==> config.mk <==
export PLATFORM = sky130hd
export DESIGN_NAME = seq_det_sched
export DESIGN_NICKNAME = d
export VERILOG_FILES = /design/src/rtl/seq_det_pkg.sv /design/src/rtl/seq_det_core.sv /design/src/rtl/seq_det_sched.sv
export SDC_FILE = /design/constraint.sdc
export NUM_CORES = 1
export LEC_CHECK = 0
export ABC_CLOCK_PERIOD_IN_PS = 2590
export BUFFER_PORTS_ARGS = -buffer_cell sky130_fd_sc_hd__buf_2
export CAP_MARGIN = 20
export CORE_UTILIZATION = 40
export CTS_CLUSTER_SIZE = 12
export DETAILED_ROUTE_END_ITERATION = 8
export GPL_TIMING_DRIVEN = 0
export PLACE_DENSITY_LB_ADDON = 0.3
export SLEW_MARGIN = 30
export SYNTH_ARGS = -nofsm -noshare
export SYNTH_HDL_FRONTEND = slang
export SYNTH_SLANG_ARGS = --single-unit
==> constraint.sdc <==
create_clock -name clk -period 2.59 [get_ports clk]
set_input_delay 0.1295 -clock clk [delete_from_list [all_inputs] [get_ports clk]]
set_output_delay 0.1295 -clock clk [all_outputs]
set_load 0.01 [all_outputs]
==> src/rtl/seq_det_pkg.sv <==
// rtl/seq_det_pkg.sv - shared types and default widths for the sequence-detector scheduler
//
// Purpose : scheduler/detector state enums and default parameter values.
// Ports   : none (package).
package seq_det_pkg;

  localparam int DEF_N_REQ  = 4;
  localparam int DEF_DATA_W = 8;

  typedef enum logic [1:0] {
    IDLE  = 2'd0,
    SHIFT = 2'd1,
    RESP  = 2'd2
  } sched_state_t;

  typedef enum logic {
    S0 = 1'b0,
    S1 = 1'b1
  } det_state_t;

endpackage

==> src/rtl/seq_det_core.sv <==
// rtl/seq_det_core.sv - bit-serial Mealy "0->1" transition detector
//
// Purpose : flags a hit on every 1 that follows at least one 0 since the
//           last hit. hit is combinational in the cycle the bit is presented.
// Ports   : clk    - clock, rising edge
//           rstn   - asynchronous active-low reset (state -> S0)
//           clr    - synchronous clear to S0 (start of a new word)
//           bit_en - bit_in is valid this cycle
//           bit_in - serial data bit
//           hit    - 0->1 transition seen on this bit
module seq_det_core
  import seq_det_pkg::*;
(
  input  logic clk,
  input  logic rstn,
  input  logic clr,
  input  logic bit_en,
  input  logic bit_in,
  output logic hit
);

  det_state_t state, state_nxt;

  always_ff @(posedge clk or negedge rstn) begin
    if (!rstn) begin
      state <= S0;
    end else begin
      state <= state_nxt;
    end
  end

  always_comb begin
    state_nxt = state;
    hit       = 1'b0;
    if (clr) begin
      state_nxt = S0;
    end else if (bit_en) begin
      case (state)
        S0: begin
          if (!bit_in) state_nxt = S1;
        end
        S1: begin
          if (bit_in) begin
            state_nxt = S0;
            hit       = 1'b1;
          end
        end
        default: state_nxt = S0;
      endcase
    end
  end

endmodule

==> src/rtl/seq_det_sched.sv <==
// rtl/seq_det_sched.sv - round-robin scheduler sharing one seq_det_core among N_REQ requesters
//
// Purpose : grants one requester at a time, shifts its word MSB-first through
//           the detector, counts hits and returns {id, count} on a
//           valid/ready response port.
// Ports   : clk, rstn           - clock / asynchronous active-low reset
//           req_valid[N_REQ]    - per-requester word valid
//           req_data            - packed words, requester i at [i*DATA_W +: DATA_W]
//           req_ready[N_REQ]    - one-hot grant (combinational, IDLE only)
//           rsp_valid/rsp_ready - result handshake
//           rsp_id, rsp_cnt     - requester index and hit count of the result
//           busy                - high in SHIFT and RESP
// Option  : SEQ_DET_IRQ_EN adds irq_thr, irq_clr and a sticky irq output.
module seq_det_sched
  import seq_det_pkg::*;
#(
  parameter int N_REQ  = DEF_N_REQ,
  parameter int DATA_W = DEF_DATA_W,
  parameter int ID_W   = $clog2(N_REQ),
  parameter int CNT_W  = $clog2(DATA_W) + 1
) (
  input  logic                    clk,
  input  logic                    rstn,
  input  logic [N_REQ-1:0]        req_valid,
  input  logic [N_REQ*DATA_W-1:0] req_data,
  output logic [N_REQ-1:0]        req_ready,
  output logic                    rsp_valid,
  input  logic                    rsp_ready,
  output logic [ID_W-1:0]         rsp_id,
  output logic [CNT_W-1:0]        rsp_cnt,
  output logic                    busy
`ifdef SEQ_DET_IRQ_EN
  ,
  input  logic [CNT_W-1:0]        irq_thr,
  input  logic                    irq_clr,
  output logic                    irq
`endif
);

  localparam int IDX_W = $clog2(DATA_W);

  sched_state_t      state, state_nxt;
  logic [ID_W-1:0]   rr_ptr, rr_nxt;
  logic [ID_W-1:0]   grant_id, id_hi, id_any, cur_id;
  logic              any_valid, found_hi;
  logic [DATA_W-1:0] shreg;
  logic [IDX_W-1:0]  bit_idx;
  logic [CNT_W-1:0]  cnt, cnt_inc;
  logic              last_bit;
  logic              det_clr, det_en, det_hit;

  // Round-robin pick: lowest valid index at/after rr_ptr, otherwise the
  // lowest valid index overall (the wrap). Descending loop so the lowest
  // matching index is the one left standing.
  always_comb begin
    any_valid = 1'b0;
    found_hi  = 1'b0;
    id_hi     = '0;
    id_any    = '0;
    for (int i = N_REQ - 1; i >= 0; i--) begin
      if (req_valid[i]) begin
        any_valid = 1'b1;
        id_any    = ID_W'(i);
        if (ID_W'(i) >= rr_ptr) begin
          found_hi = 1'b1;
          id_hi    = ID_W'(i);
        end
      end
    end
    grant_id = found_hi ? id_hi : id_any;
  end

  assign rr_nxt   = (grant_id == ID_W'(N_REQ - 1)) ? '0 : grant_id + 1'b1;
  assign last_bit = (bit_idx == IDX_W'(DATA_W - 1));
  assign cnt_inc  = cnt + CNT_W'(det_hit);

  always_ff @(posedge clk or negedge rstn) begin
    if (!rstn) begin
      state <= IDLE;
    end else begin
      state <= state_nxt;
    end
  end

  // req_ready is gated by rstn so every output reads 0 while reset is held,
  // even though the IDLE grant is otherwise purely combinational.
  always_comb begin
    state_nxt = state;
    req_ready = '0;
    rsp_valid = 1'b0;
    busy      = 1'b0;
    det_clr   = 1'b0;
    det_en    = 1'b0;
    case (state)
      IDLE: begin
        if (any_valid) begin
          req_ready[grant_id] = rstn;
          det_clr             = 1'b1;
          state_nxt           = SHIFT;
        end
      end
      SHIFT: begin
        busy   = 1'b1;
        det_en = 1'b1;
        if (last_bit) state_nxt = RESP;
      end
      RESP: begin
        busy      = 1'b1;
        rsp_valid = 1'b1;
        if (rsp_ready) state_nxt = IDLE;
      end
      default: state_nxt = IDLE;
    endcase
  end

  always_ff @(posedge clk or negedge rstn) begin
    if (!rstn) begin
      rr_ptr  <= '0;
      cur_id  <= '0;
      shreg   <= '0;
      bit_idx <= '0;
      cnt     <= '0;
      rsp_id  <= '0;
      rsp_cnt <= '0;
    end else begin
      case (state)
        IDLE: begin
          if (any_valid) begin
            shreg   <= req_data[grant_id*DATA_W +: DATA_W];
            cur_id  <= grant_id;
            bit_idx <= '0;
            cnt     <= '0;
            rr_ptr  <= rr_nxt;
          end
        end
        SHIFT: begin
          // MSB is always the current bit; shift left to expose the next one.
          shreg   <= {shreg[DATA_W-2:0], 1'b0};
          bit_idx <= bit_idx + 1'b1;
          cnt     <= cnt_inc;
          if (last_bit) begin
            rsp_id  <= cur_id;
            rsp_cnt <= cnt_inc;
          end
        end
        default: ;
      endcase
    end
  end

  seq_det_core u_core (
    .clk    (clk),
    .rstn   (rstn),
    .clr    (det_clr),
    .bit_en (det_en),
    .bit_in (shreg[DATA_W-1]),
    .hit    (det_hit)
  );

`ifdef SEQ_DET_IRQ_EN
  // Sticky threshold interrupt; clear has priority over a same-cycle set.
  always_ff @(posedge clk or negedge rstn) begin
    if (!rstn) begin
      irq <= 1'b0;
    end else if (irq_clr) begin
      irq <= 1'b0;
    end else if (rsp_valid && rsp_ready && (irq_thr != '0) && (rsp_cnt >= irq_thr)) begin
      irq <= 1'b1;
    end
  end
`endif

endmodule

Word level (Yosys, flattened, before mapping)
Index checks and enable logic that the tools add are counted.
{ "word_totals": {"regBits": 28, "input_bits": 39, "output_inout_bits": 12, "elab_cells": 88} }
{ "classes": {"add_sub_neg": 3, "order_cmp": 6, "n_eq_ne": 7, "n_shift": 1, "mux": 52, "n_bitwise": 1, "n_reduce_logical": 9} }
{ "ops": {"columns": ["op", "n"], "rows": [
  ["2-bit two-way mux", 17],
  ["32-bit by 6-bit variable part select with 8-bit output", 1],
  ["1-bit two-way mux", 25],
  ["8-bit case mux with 2 select lines", 1],
  ["4-bit two-way mux", 3],
  ["8-bit two-way mux", 1],
  ["4-bit case mux with 2 select lines", 1],
  ["2-bit inequality test, second input constant", 3],
  ["2-bit case mux with 3 select lines", 1],
  ["3-bit case mux with 2 select lines", 1],
  ["2-bit AND reduction", 3],
  ["4-bit by 1-bit adder with 4-bit output", 1],
  ["4-bit bitwise AND", 1],
  ["2-bit == test, second input constant", 2],
  ["1-bit by 2-bit greater-or-equal comparator with 1-bit output, first input constant", 2],
  ["2-bit greater-or-equal comparator, first input constant", 2],
  ["2-bit nonzero test", 2],
  ["3-bit by 1-bit adder with 3-bit output, second input constant", 1],
  ["3-bit == test, second input constant", 1],
  ["2-bit by 3-bit less-than comparator with 1-bit output, second input constant", 1],
  ["3-bit two-way mux", 1],
  ["3-bit AND reduction", 1],
  ["2-bit by 1-bit adder with 2-bit output, second input constant", 1],
  ["1-bit demux with 2-bit select", 1],
  ["5 further kinds", 5]
]} }

Logic depth before layout (Yosys ltp)
{ "depth": {"ltp_word": 17, "ltp_mapped": 10, "ltp_nobuf": 9} }

By module
Synthesis repeated with hierarchy kept, for this count alone.
{ "hier_totals": {"hier_cells": 150, "area_unflattened_um2": 1699.1} }
{ "by_module_without_submodules": {"columns": ["module", "n_inst", "cells_each", "area_each_um2", "seq_area_each_um2"], "rows": [
  ["seq_det_sched", 1, 146, 1651.6, 675.6],
  ["seq_det_core", 1, 4, 47.5, 25.0]
]} }

Worst setup path after synthesis
OpenSTA, ideal clock, no wires.
{ "synth_path": {"kind": "register to register", "startpoint": "register state[0]", "endpoint": "register rsp_cnt[1]", "setup_time_ps": 125, "t_arrival_ps": 1954, "required_time_ps": 2465, "setup_slack_ps": 511, "stages_incl_launch_ff": 9, "path_buffers": 1, "synth_period_minus_slack_ps": 2079, "cell_sequence": "dfrtp_1 > inv_1 > ha_1 > nor2b_1 > clkbuf_1 > nor2_1 > ha_1 > ha_1 > mux2_2"} }
{ "synth_between": {"elab_chain_len": 5, "elab_cells_between_ends": 8, "classes_between": "add/sub (1); eq/ne (1); mux (4); reduce/logical (2)"} }
{ "synth_rtl": {"columns": ["item", "line_no", "rtl"], "rows": [
  ["start: declaration", "seq_det_sched.sv:42", "sched_state_t state, state_nxt;"],
  ["start signal: assignment", "seq_det_sched.sv:81", "state <= state_nxt;"],
  ["2-bit by 1-bit == test with 1-bit output", "seq_det_sched.sv:94", "case (state)"],
  ["1-bit two-way mux", "seq_det_sched.sv:94", null],
  ["1-bit two-way mux", "seq_det_core.sv:37", "end else if (bit_en) begin"],
  ["1-bit two-way mux *", "seq_det_core.sv:35", "if (clr) begin"],
  ["4-bit by 1-bit adder with 4-bit output *", "seq_det_sched.sv:75", "assign cnt_inc = cnt + CNT_W'(det_hit);"],
  ["named net cnt_inc[1]", "seq_det_sched.sv:48", "logic [CNT_W-1:0] cnt, cnt_inc;"],
  ["end signal: assignment", "seq_det_sched.sv:143", "rsp_cnt <= cnt_inc;"],
  ["end: declaration", "seq_det_sched.sv:30", "output logic [CNT_W-1:0] rsp_cnt,"]
]} }
Mark *: on every way through the listed nets, which the timed path passes. The rest lies on a longest branch.
A chain may end at the register's enable or synchronous reset.

Final worst setup path
Ends and elaborated chain as after synthesis.

==> impl_metrics.env <==
export IMPL_yosysTopAreaCell="dfrtp_1"
export IMPL_final_period_utilization_pct=90.8
export IMPL_required_ps=2750
export IMPL_first_pass_iters=4
export IMPL_worst_slew_pin_slew_ps=672
export IMPL_antenna_found_initial=0
export IMPL_holdBufCountCts=1
export IMPL_netlist_top_cells_area="dfrtp_1 (42%), mux2i_1 (11%), ha_1 (8.2%)"
export IMPL_grt_pass1_vias=1208
export IMPL_synth_ff_type="dfrtp_1"
export IMPL_critPathMaxFanout=10
export IMPL_p_total_mw=2.07
export IMPL_rsz0062_at_grt="no"
export IMPL_p_leak_nw=1.06
export IMPL_synth_most_common_cell="dfrtp_1"
export IMPL_io_buffers=50
export IMPL_grt_pass1_wl_mm=5.33
export IMPL_design_die_area_sq_mm=0.00446
export IMPL_cts_buffers=3
export IMPL_hold_slack_ps=125
export IMPL_clock_path_buffers=2
export IMPL_setup_tns_ps=0
export IMPL_final_hold_viol_count=0
export IMPL_grt_total_usage_pct=15.8
export IMPL_postRouteAntennaNets=0
export IMPL_cts_root_buf="clkbuf_8"
export IMPL_wl_mm=3.20
export IMPL_routedWlPerCell_microns=12.3
export IMPL_grt_max_degree=33
export IMPL_cp_start_kind="flop"
export IMPL_yosys_warnings=0
export IMPL_path_clk_slew_ps=90
export IMPL_crit_chain="inv_1 > ha_1 > nor2b_1 > clkbuf_1 > nor2_1 > ha_1 > ha_1 > mux2_2"
export IMPL_synth_top_area_share_pct=41.7
export IMPL_synth_cell_type_count=34
export IMPL_vias=1321
export IMPL_area_delta_synth_final_pct=22.5
export IMPL_dp_hpwl_mm=2.45
export IMPL_fmax_mhz=425
export IMPL_ys_ff_latch=28
export IMPL_syn_nets=204
export IMPL_critical_path_class="reg -> reg"
export IMPL_cap_violations=0
export IMPL_drc=0
export IMPL_vdd_drop_max_v=0.000546
export IMPL_n_fill_cell=396
export IMPL_row_count=23
export IMPL_die_y_microns=66.8
export IMPL_syn_area_per_cell_sq_um=10.9
export IMPL_cts_tree="built"
export IMPL_status="finished, final reports clean"
export IMPL_die_w_microns=66.8
export IMPL_initial_core_util_pct=41.7
export IMPL_yosys_top_cells_count="dfrtp_1 (28), mux2i_1 (18), o21ai_0 (12), ha_1 (11), nand2_1 (11)"
export IMPL_syn_inst=154
export IMPL_async_reset_ff_share_pct=100
export IMPL_cts_sinks=28
export IMPL_synth_edf_count=0
export IMPL_critPathCaptureType="flop"
export IMPL_drt_iter0_drc=40
export IMPL_vias_per_cell=5.10
export IMPL_netlist_area_sq_mm=0.00168
export IMPL_overflow=0
export IMPL_max_stage_delay_ps=410
export IMPL_coreArea_sq_mm=0.00403
export IMPL_drv_slew=0
export IMPL_h_tree_depth=1
export IMPL_cts_resized=0
export IMPL_hold_path_class="in -> reg"
export IMPL_cpMaxStageDelayCell="dfrtp_1"
export IMPL_antenna_cells=0
export IMPL_finalSetupViolations=0
export IMPL_cp_arrival_ps=2520
export IMPL_layout_nets=260
export IMPL_finalWeightedCongestion=0.722
export IMPL_timing_critical_path_mode_cell="ha_1"
export IMPL_clk_latency_ps=270
export IMPL_io_pins=51
export IMPL_power_density_mw_per_mm2=1000
export IMPL_post_route_min_period_ps=2350
export IMPL_seq_area_frac_synth_pct=41.7
export IMPL_clock_skew_ps=3.50
export IMPL_slew_headroom_pct=55.2
export IMPL_drive_gt1_share_pct=35.4
export IMPL_post_cts_buffers=0
==> per-layer routing <==
metal  wire [microns]  track usage (%)  vias up
met5                0                0        -
met4               14             2.39        0
met3              119             2.74        2
met2             1440             26.0       36
met1             1620             21.9      614
li1                 -                -      669
==> stage by stage <==
stage / cells / utilization (%) / setup slack, ps / area [sq um]
final: 259 / 51.1 / 238 / 2060
after global routing: 259 / 51.1 / 49.6 / 2060
after CTS: 259 / 51.1 / 236 / 2060
after detailed placement: 254 / 49.4 / 249 / 1990
after global placement: 254 / 49.4 / 268 / 1990
after floorplan: 154 / - / 511 / 1680
==> state kept, by name (all words and copies together) (netlist names) <==
| register | count |
|---|---|
| shreg | 8 |
| cnt | 4 |
| rsp_cnt | 4 |
| bit_idx | 3 |
| cur_id | 2 |
| rr_ptr | 2 |
| rsp_id | 2 |
| state | 2 |
| u_core.state | 1 |
==> final timing paths <==
check	startpoint	depth (start not counted)	endpoint	slack, ps
worst min-delay path	req_data[19]	3	shreg[3]$_DFFE_PN0P_	120
worst min register to register	rsp_cnt[2]$_DFFE_PN0P_	2	rsp_cnt[2]$_DFFE_PN0P_	480
worst max-delay path	state[0]$_DFFE_PN0P_	8	rsp_cnt[1]$_DFFE_PN0P_	240
worst max register to register	state[0]$_DFFE_PN0P_	8	rsp_cnt[1]$_DFFE_PN0P_	240
max in group asynchronous	rstn	2	u_core.state$_DFFE_PN0P_	1740
min in group asynchronous	rstn	2	cnt[2]$_DFFE_PN0P_	420
==> critical path: cells and delay by family (launching register included) <==
| family | cells | cell delay [ps] |
|---|---|---|
| adders and majority gates | 3 | 770 |
| buffers and inverters | 2 | 430 |
| DFF | 1 | 410 |
| muxes | 1 | 260 |
| and+or+nand+nor | 2 | 380 |
==> layout make-up <==
class                   count  area [sq um]  share of cell area, %
multi-input cells         110           877                   42.6
flip-flops and latches     28           701                   34.1
repair buffers             51           260                   12.7
plain buffers               8          71.3                   3.47
well taps                  50          62.6                   3.04
clock buffers               4          55.1                   2.68
inverters                   8          30.0                   1.46
==> where the power goes <==
part | total [mW] | switching (mW) | leakage, nW | internal (mW)
clock network | 0.267 | 0.132 | 0.0288 | 0.136
registers | 0.691 | 0.0865 | 0.348 | 0.605
logic | 1.11 | 0.582 | 0.682 | 0.525
==> cells by family after synthesis <==
| kind of cell | Yosys count | synth area share (%) |
|---|---|---|
| AO/OA/AOI/OAI | 47 | 20.6 |
| flip-flops | 28 | 41.7 |
| AND/OR/NAND/NOR | 26 | 7.60 |
| multiplexers | 24 | 14.8 |
| buffers and inverters | 16 | 6.04 |
| adder cells (fa/ha/maj) | 11 | 8.20 |
| XOR/XNOR | 2 | 1.04 |
==> placed cells by master, fill, tap and decap left out, drive strengths merged <==
cell	n
a211oi	1
a21o	1
a21oi	5
a221oi	1
a22o	4
a22oi	6
and3	5
buf	56
clkbuf	6
dfrtp	28
dlygate4sd3	1
ha	11
inv	8
mux2	6
mux2i	18
nand2	11
nand3	3
nor2	4
nor2b	1
nor4	1
o21a	8
o21ai	16
o22a	1
o22ai	3
o31ai	1
or3	1
xnor2	1
xor2	1
(Power assumes the default switching activity.)
